$ cat config.mk
export PLATFORM = sky130hd
export DESIGN_NAME = scoreboard_reg_file
export DESIGN_NICKNAME = d
export VERILOG_FILES = /design/src/rtl/scoreboard_reg_file.sv
export SDC_FILE = /design/constraint.sdc
export NUM_CORES = 2
export LEC_CHECK = 0
export ABC_AREA = 1
export ABC_CLOCK_PERIOD_IN_PS = 3900
export BUFFER_PORTS_ARGS = -buffer_cell sky130_fd_sc_hd__buf_2
export CAP_MARGIN = 20
export CORE_MARGIN = 2
export CORE_UTILIZATION = 30
export CTS_BUF_LIST = sky130_fd_sc_hd__clkbuf_2 sky130_fd_sc_hd__clkbuf_4 sky130_fd_sc_hd__clkbuf_8
export CTS_CLUSTER_DIAMETER = 150
export DETAILED_ROUTE_END_ITERATION = 8
export MAX_ROUTING_LAYER = met4
export PLACE_DENSITY = 0.48
export SYNTH_ARGS = -nofsm -noshare
export SYNTH_HDL_FRONTEND = slang
export SYNTH_SLANG_ARGS = --single-unit
export TNS_END_PERCENT = 1
$ cat constraint.sdc
create_clock -name clk -period 3.9 [get_ports clk]
set_input_delay 0.39 -clock clk [delete_from_list [all_inputs] [get_ports clk]]
set_output_delay 0.39 -clock clk [all_outputs]
set_load 0.005 [all_outputs]
$ cat src/rtl/scoreboard_reg_file.sv
// Decode-stage register file with busy scoreboard.
// Two registered read ports with write bypass, stall hold, one write port.
module scoreboard_reg_file #(
    parameter int DATA_W   = 32,
    parameter int ADDR_W   = 5,
    parameter int NUM_REGS = 32,
    parameter int ZERO_REG = 1
) (
    input  logic              clk,
    input  logic              reset,
    input  logic              stall_flag,
    input  logic [ADDR_W-1:0] rd_addr1,
    input  logic [ADDR_W-1:0] rd_addr2,
    output logic [DATA_W-1:0] rd_data1,
    output logic [DATA_W-1:0] rd_data2,
    output logic              hazard1,
    output logic              hazard2,
    input  logic              reg_wr,
    input  logic [ADDR_W-1:0] reg_wr_addr,
    input  logic [DATA_W-1:0] reg_wr_data,
    input  logic              resv_en,
    input  logic [ADDR_W-1:0] resv_addr,
    output logic [ADDR_W:0]   busy_count
);

    localparam int IDX_W = (NUM_REGS > 1) ? $clog2(NUM_REGS) : 1;
    localparam logic [ADDR_W:0] LIM = NUM_REGS[ADDR_W:0];

    logic [DATA_W-1:0]   regs [NUM_REGS];
    logic [NUM_REGS-1:0] busy;

    function automatic logic is_valid(input logic [ADDR_W-1:0] a);
        return ({1'b0, a} < LIM) && !((ZERO_REG != 0) && (a == '0));
    endfunction

    function automatic logic [IDX_W-1:0] idx(input logic [ADDR_W-1:0] a);
        return a[IDX_W-1:0];
    endfunction

    logic              wr_ok, rv_ok;
    logic              byp1, byp2;
    logic [DATA_W-1:0] nd1, nd2;
    logic              nh1, nh2;
    logic              inc, dec;

    assign wr_ok = reg_wr && is_valid(reg_wr_addr);
    assign rv_ok = resv_en && is_valid(resv_addr);
    assign byp1  = wr_ok && (reg_wr_addr == rd_addr1);
    assign byp2  = wr_ok && (reg_wr_addr == rd_addr2);

    always_comb begin
        nd1 = '0;
        nh1 = 1'b0;
        if (is_valid(rd_addr1)) begin
            nd1 = byp1 ? reg_wr_data : regs[idx(rd_addr1)];
            nh1 = busy[idx(rd_addr1)] && !byp1;
        end
    end

    always_comb begin
        nd2 = '0;
        nh2 = 1'b0;
        if (is_valid(rd_addr2)) begin
            nd2 = byp2 ? reg_wr_data : regs[idx(rd_addr2)];
            nh2 = busy[idx(rd_addr2)] && !byp2;
        end
    end

    // A reservation and a clearing write to the same register cancel out.
    assign inc = rv_ok && !busy[idx(resv_addr)];
    assign dec = wr_ok && busy[idx(reg_wr_addr)]
                 && !(rv_ok && (resv_addr == reg_wr_addr));

    always_ff @(posedge clk or negedge reset) begin
        if (!reset) begin
            for (int i = 0; i < NUM_REGS; i++) begin
                regs[i] <= '0;
            end
        end else if (wr_ok) begin
            regs[idx(reg_wr_addr)] <= reg_wr_data;
        end
    end

    // Reservation is assigned last so it wins over a same-address write.
    always_ff @(posedge clk or negedge reset) begin
        if (!reset) begin
            busy       <= '0;
            busy_count <= '0;
        end else begin
            if (wr_ok) begin
                busy[idx(reg_wr_addr)] <= 1'b0;
            end
            if (rv_ok) begin
                busy[idx(resv_addr)] <= 1'b1;
            end
            if (inc && !dec) begin
                busy_count <= busy_count + 1'b1;
            end else if (dec && !inc) begin
                busy_count <= busy_count - 1'b1;
            end
        end
    end

    always_ff @(posedge clk or negedge reset) begin
        if (!reset) begin
            rd_data1 <= '0;
            rd_data2 <= '0;
            hazard1  <= 1'b0;
            hazard2  <= 1'b0;
        end else if (!stall_flag) begin
            rd_data1 <= nd1;
            rd_data2 <= nd2;
            hazard1  <= nh1;
            hazard2  <= nh2;
        end
    end

endmodule

* Word-level counts from Yosys, hierarchy flattened
Index checks and enable logic that the tools add are counted.
** Operators by class
- Muxes and demuxes :: 31
- Bitwise logic cells :: 6
- Reduce and logical (&&, ||, !) cells :: 28
- Order comparisons :: 10
- Add/sub/neg operators :: 2
- Equal/unequal tests :: 3
** Operators with widths (count)
- 1024-bit bitwise mux :: 1
- 32-bit 2-to-1 mux :: 11
- 32-bit binary-select mux with 5-bit select :: 2
- 32-bit demux with 5-bit select :: 1
- 32-bit bitwise AND :: 1
- 32-bit inverter :: 1
- 32-bit OR :: 1
- 5-bit by 6-bit < comparator with 1-bit output (second input constant) :: 4
- 1-bit binary-select mux with 5-bit select :: 4
- 5-bit logical NOT :: 4
- 6-bit greater-or-equal comparator (second input constant) :: 3
- 5-bit inverter with 6-bit output :: 3
- 5-bit equality test :: 3
- 1-bit logical AND :: 15
- 6-bit 2-to-1 mux :: 2
- 1-bit demux with 5-bit select :: 2
- 5-bit by 1-bit greater-or-equal comparator with 1-bit output (second input constant) :: 2
- 1-bit logical NOT :: 8
- 1-bit 2-to-1 mux :: 8
- 6-bit by 1-bit adder with 6-bit output (second input constant) :: 1
- 6-bit by 1-bit < comparator with 1-bit output (second input constant) :: 1
- 6-bit by 1-bit subtractor with 6-bit output (second input constant) :: 1
- 2-bit nonzero test :: 1
** Storage, ports and cells
- Flip-flop bits (word level) :: 1128
- Output and inout bits :: 72
- Logic and storage cells :: 118

* Logic depth before layout (Yosys ltp)
- Word-level depth :: 9
- Depth in mapped cells :: 21
- Gate-level depth less buffers :: 20

* Least setup slack after synthesis
OpenSTA, ideal clock, no wires.
- Kind :: in2reg
- From :: input resv_addr[0]
- To :: register busy_count[5]
- Slack :: 1.263 ns
- Setup time :: 0.065 ns
- Data arrival time :: 2.572 ns
- Required time :: 3.835 ns
- Stages :: 18
- Cells stage by stage :: inv_1 -> nand2_1 -> clkbuf_1 -> o22ai_1 -> o21ai_0 -> nand2_1 -> nor3_1 -> ha_1 -> inv_1 -> ha_1 -> nand3_1 -> nand3_1 -> nand2_1 -> nand2_1 -> a21oi_1 -> xnor2_1 -> nand2_1 -> nand2_1
** On the way
- Word-level cells in the longest chain between the ends :: 9
- Elaborated cells between the ends (all ways) :: 17
** Ends and longest elaborated chain
- start: declaration :: line 22 : input logic [ADDR_W-1:0] resv_addr,
- parallel branches: the longest is 9 deep, another holds 1-bit binary-select mux with 5-bit select
- end signal: assignment :: line 97 : busy_count <= busy_count + 1'b1;
- end signal: assignment :: line 99 : busy_count <= busy_count - 1'b1;
- end: declaration :: line 23 : output logic [ADDR_W:0] busy_count
Parallel ways; which one is timed is not known. The select of a mux whose other input is x is not followed.
A chain may end at the register's enable or synchronous reset.

* Final worst setup path
- From :: input resv_addr[1]
- To :: register busy_count[5]
The elaborated chain is that of the path after synthesis.

==> results.sh <==
export IMPL_status="finished, final reports clean"
export IMPL_arrival_ns=4.44
export IMPL_power_share_clock=0.347
export IMPL_nets=8380
export IMPL_finalSetupTns_ns=0
export IMPL_dpl_worst_slack_ns=0.255
export IMPL_setup_ws_ns=0.392
export IMPL_dr_pass1_iters=6
export IMPL_worst_path_buf_inv=6
export IMPL_die_w_um=458
export IMPL_critPathRequiredTime_ns=4.83
export IMPL_dp_cells=10757
export IMPL_drc_errors=0
export IMPL_intPower_w=0.0231
export IMPL_crit_slowest_cell="dlygate4sd3_1"
export IMPL_syn_nets=8598
export IMPL_start_kind="primary input"
export IMPL_seq_area_frac_synth=0.457
export IMPL_final_cell_count_no_fill=11158
export IMPL_wire_per_inst_um=26.2
export IMPL_ff2ff_setup_slack_ns=0.88
export IMPL_clkSinkCount=1128
export IMPL_endpoint_kind="flop"
export IMPL_die_h_um=458
export IMPL_final_cell_mix="2531 x nand2_1, 1349 x o21ai_0, 1128 x dfrtp_1, 801 x a21oi_1, 741 x nand3_1"
export IMPL_track_usage=0.281
export IMPL_peakVddDrop_mv=0.333
export IMPL_fmax_mhz=285
export IMPL_synth_warning_count=0
export IMPL_num_vias=61545
export IMPL_switching_share=0.334
export IMPL_syn_area_sq_um=61700
export IMPL_cts_tree="yes"
export IMPL_slew_violations=0
export IMPL_hp_class="primary input to flop"
export IMPL_dp_hpwl_um=164000
export IMPL_core_sq_um=205000
export IMPL_path_clk_slew_ns=0.06
export IMPL_grtUsageMet2=0.439
export IMPL_cp_common_cell="nand2_1"
export IMPL_met1_usage=0.359
export IMPL_grt_pass1_wl_um=421000
export IMPL_io_pins=129
export IMPL_initial_utilization=0.302
export IMPL_maxCapViolations=0
export IMPL_path_cells="dlygate4sd3_1 > buf_2 > inv_1 > nand2_1 > dlygate4sd3_1 > buf_4 > o22ai_1 > o21ai_0 > nand3_1 > nor3_1 > ha_1 > inv_1 > ha_1 > nand3_1 > nand3_1 > nand2_1 > nand2_1 > a21oi_1 > xnor2_1 > nand2_1 > nand2_1"
export IMPL_rsz0062_at_grt="no"
export IMPL_gr_max_usage_layer="met2"
export IMPL_tightest_slew_ns=1.14
export IMPL_grt_max_degree=169
export IMPL_io_buffers=128
export IMPL_dpl_instance_area_sq_um=64600
export IMPL_fin_skew_ns=0.0412
export IMPL_relSlewSlack=0.243
export IMPL_critical_path_class="primary input to flop"
export IMPL_power_density_nw_per_um2=501
export IMPL_avgSynthCellArea_sq_um=7.23
export IMPL_hold_path_end="hazard1$_DFFE_PN0N_"
export IMPL_row_count=166
export IMPL_drive_above_1_share=0.0896
export IMPL_r2r_cells=16
export IMPL_ys_seq_elements=1128
export IMPL_met3_usage=0.0447
export IMPL_htree_num_levels=4
export IMPL_fin_area_sq_um=69400
export IMPL_fin_crit_ns=3.51
export IMPL_clockBufferDepth=3
export IMPL_wirelength_um=292000
export IMPL_ant_nets=0
export IMPL_clock_latency_ns=0.98
export IMPL_cts_buffers_inserted=199
export IMPL_synthDistinctLibCells=39
export IMPL_holdPathStages=7
export IMPL_area_growth_pct=12.3
export IMPL_gp_congestion=0.898
export IMPL_power_switching_w=0.0116
export IMPL_cts_root_buf="clkbuf_8"
export IMPL_p_leak_nw=30.9
export IMPL_combinationalPowerShare=0.202
export IMPL_crit_path_max_fanout=16
export IMPL_final_common_cell="nand2_1"
export IMPL_fin_total_pwr_w=0.0348
export IMPL_finalSetupViolCount=0
export IMPL_hold_start="rd_addr1[3]"
export IMPL_synth_cells=8535
export IMPL_rr_endpoint="busy_count[5]$_DFFE_PN0P_"
export IMPL_overflow=0
export IMPL_fin_crit_sh=0.899
export IMPL_slowest_delay_ns=0.55
export IMPL_finalHoldViolCount=0
export IMPL_grt_pass1_vias=58257
export IMPL_reg2reg_from="busy[27]$_DFF_PN0_"
export IMPL_die_area_sq_um=209000
export IMPL_path_delay_family="buffers and inverters"
export IMPL_antenna_found_initial=14
export IMPL_vias_per_cell=5.52
export IMPL_pwr_share_seq=0.450
export IMPL_drtIter0Drc=7619
==> flip-flops by register name (all words and copies together) (netlist names) <==
name	cells
regs	1024
rd_data2	32
busy	32
rd_data1	32
hazard2	1
busy_count	6
hazard1	1
==> how the worst max path moves through the flow <==
stage,slack [ns],startpoint,endpoint,cells after the start
5_1_grt,0.19,resv_addr[1],busy_count[5]$_DFFE_PN0P_,21
2_1_floorplan,1.26,resv_addr[0],busy_count[5]$_DFFE_PN0P_,18
3_3_place_gp,0.15,resv_addr[0],busy_count[5]$_DFFE_PN0P_,18
4_1_cts,0.50,resv_addr[1],busy_count[5]$_DFFE_PN0P_,21
3_5_place_dp,0.25,resv_addr[0],busy_count[5]$_DFFE_PN0P_,18
6_report,0.39,resv_addr[1],busy_count[5]$_DFFE_PN0P_,21
==> worst min-delay path, delay by kind of cell <==
family	cells	cell delay [ns]
and+or+nand+nor	5	0.39
buffers and inverters	1	0.19
AOI/OAI and AO/OA	1	0.04
==> per-layer routing <==
| metal | vias up | wire (um) | share of wire |
|---|---|---|---|
| met4 | 0 | 14600 | 0.050 |
| met1 | 29831 | 121000 | 0.41 |
| met2 | 3177 | 133000 | 0.46 |
| met3 | 743 | 23100 | 0.079 |
| met5 | - | 0 | 0 |
| li1 | 27794 | - | - |
==> synthesized netlist by cell type <==
master	number	area, sq um
nand2_1	2533	9510
o21ai_0	1349	6750
dfrtp_1	1128	28200
a21oi_1	801	4010
nand3_1	742	3710
inv_1	469	1760
clkbuf_1	327	1230
buf_2	318	1590
nor2_1	204	766
o21ai_1	184	921
o211ai_1	96	721
buf_4	64	480
o22ai_1	59	369
buf_1	52	195
nand4_1	45	282
inv_2	36	135
a31oi_1	28	175
buf_6	16	180
nor2_2	12	75.1
nor3_1	11	55.1
xnor2_1	9	78.8
nor3_2	6	60.1
ha_1	5	62.6
inv_4	5	31.3
nor2_4	5	56.3
nand2_2	4	25.0
nand3b_1	4	30.0
a21boi_0	3	22.5
o21ai_2	3	26.3
o32ai_1	3	26.3
a21oi_2	2	17.5
nor2_8	2	40.0
nor3_4	2	32.5
or2_2	2	12.5
xor2_1	2	17.5
a41oi_1	1	8.76
fa_1	1	20.0
nand2_4	1	11.3
o21bai_1	1	7.51
==> repair_timing <==
action                    in CTS  in global routing
hold endpoints to repair    1223                  0
gates resized for setup        0                  0
hold buffers                  47                  0
setup buffers                  0                  0
==> area by class of cell <==
| type | count | area [sq um] |
|---|---|---|
| fill | 21840 | 135000 |
| sequential | 1128 | 28200 |
| multi-input combinational | 6120 | 28100 |
| clock buffer | 326 | 4090 |
| timing repair buffer | 358 | 3460 |
| tap | 2688 | 3360 |
| inverter | 510 | 1960 |
| clock inverter | 20 | 181 |
| antenna | 8 | 20.0 |
==> power by group through the flow <==
stage               Clock (W)  Combinational (W)  Sequential (W)
global route           0.0128            0.00795          0.0159
CTS                    0.0123            0.00697          0.0156
floorplan                   0            0.00464          0.0154
detailed placement          0            0.00689          0.0158
global placement            0            0.00679          0.0157
finish                 0.0121            0.00703          0.0157
==> per-stage QoR <==
step / util / hold WS, ns
detailed placement: 0.316 / 0.342
global placement: 0.316 / 0.347
finish: 0.339 / 0.105
floorplan: - / 0.0944
CTS: 0.339 / 0.0315
global route: 0.339 / 0.106
==> cell families after synthesis <==
kind of cell / after synthesis / synth area share
flip-flops: 1128 / 0.457
AND/OR/NAND/NOR: 3573 / 0.238
buffers and inverters: 1287 / 0.0907
XOR/XNOR: 11 / 0.00156
adder cells (fa/ha/maj): 6 / 0.00134
AO/OA/AOI/OAI: 2530 / 0.211
Power figures use the tool's default switching activity.
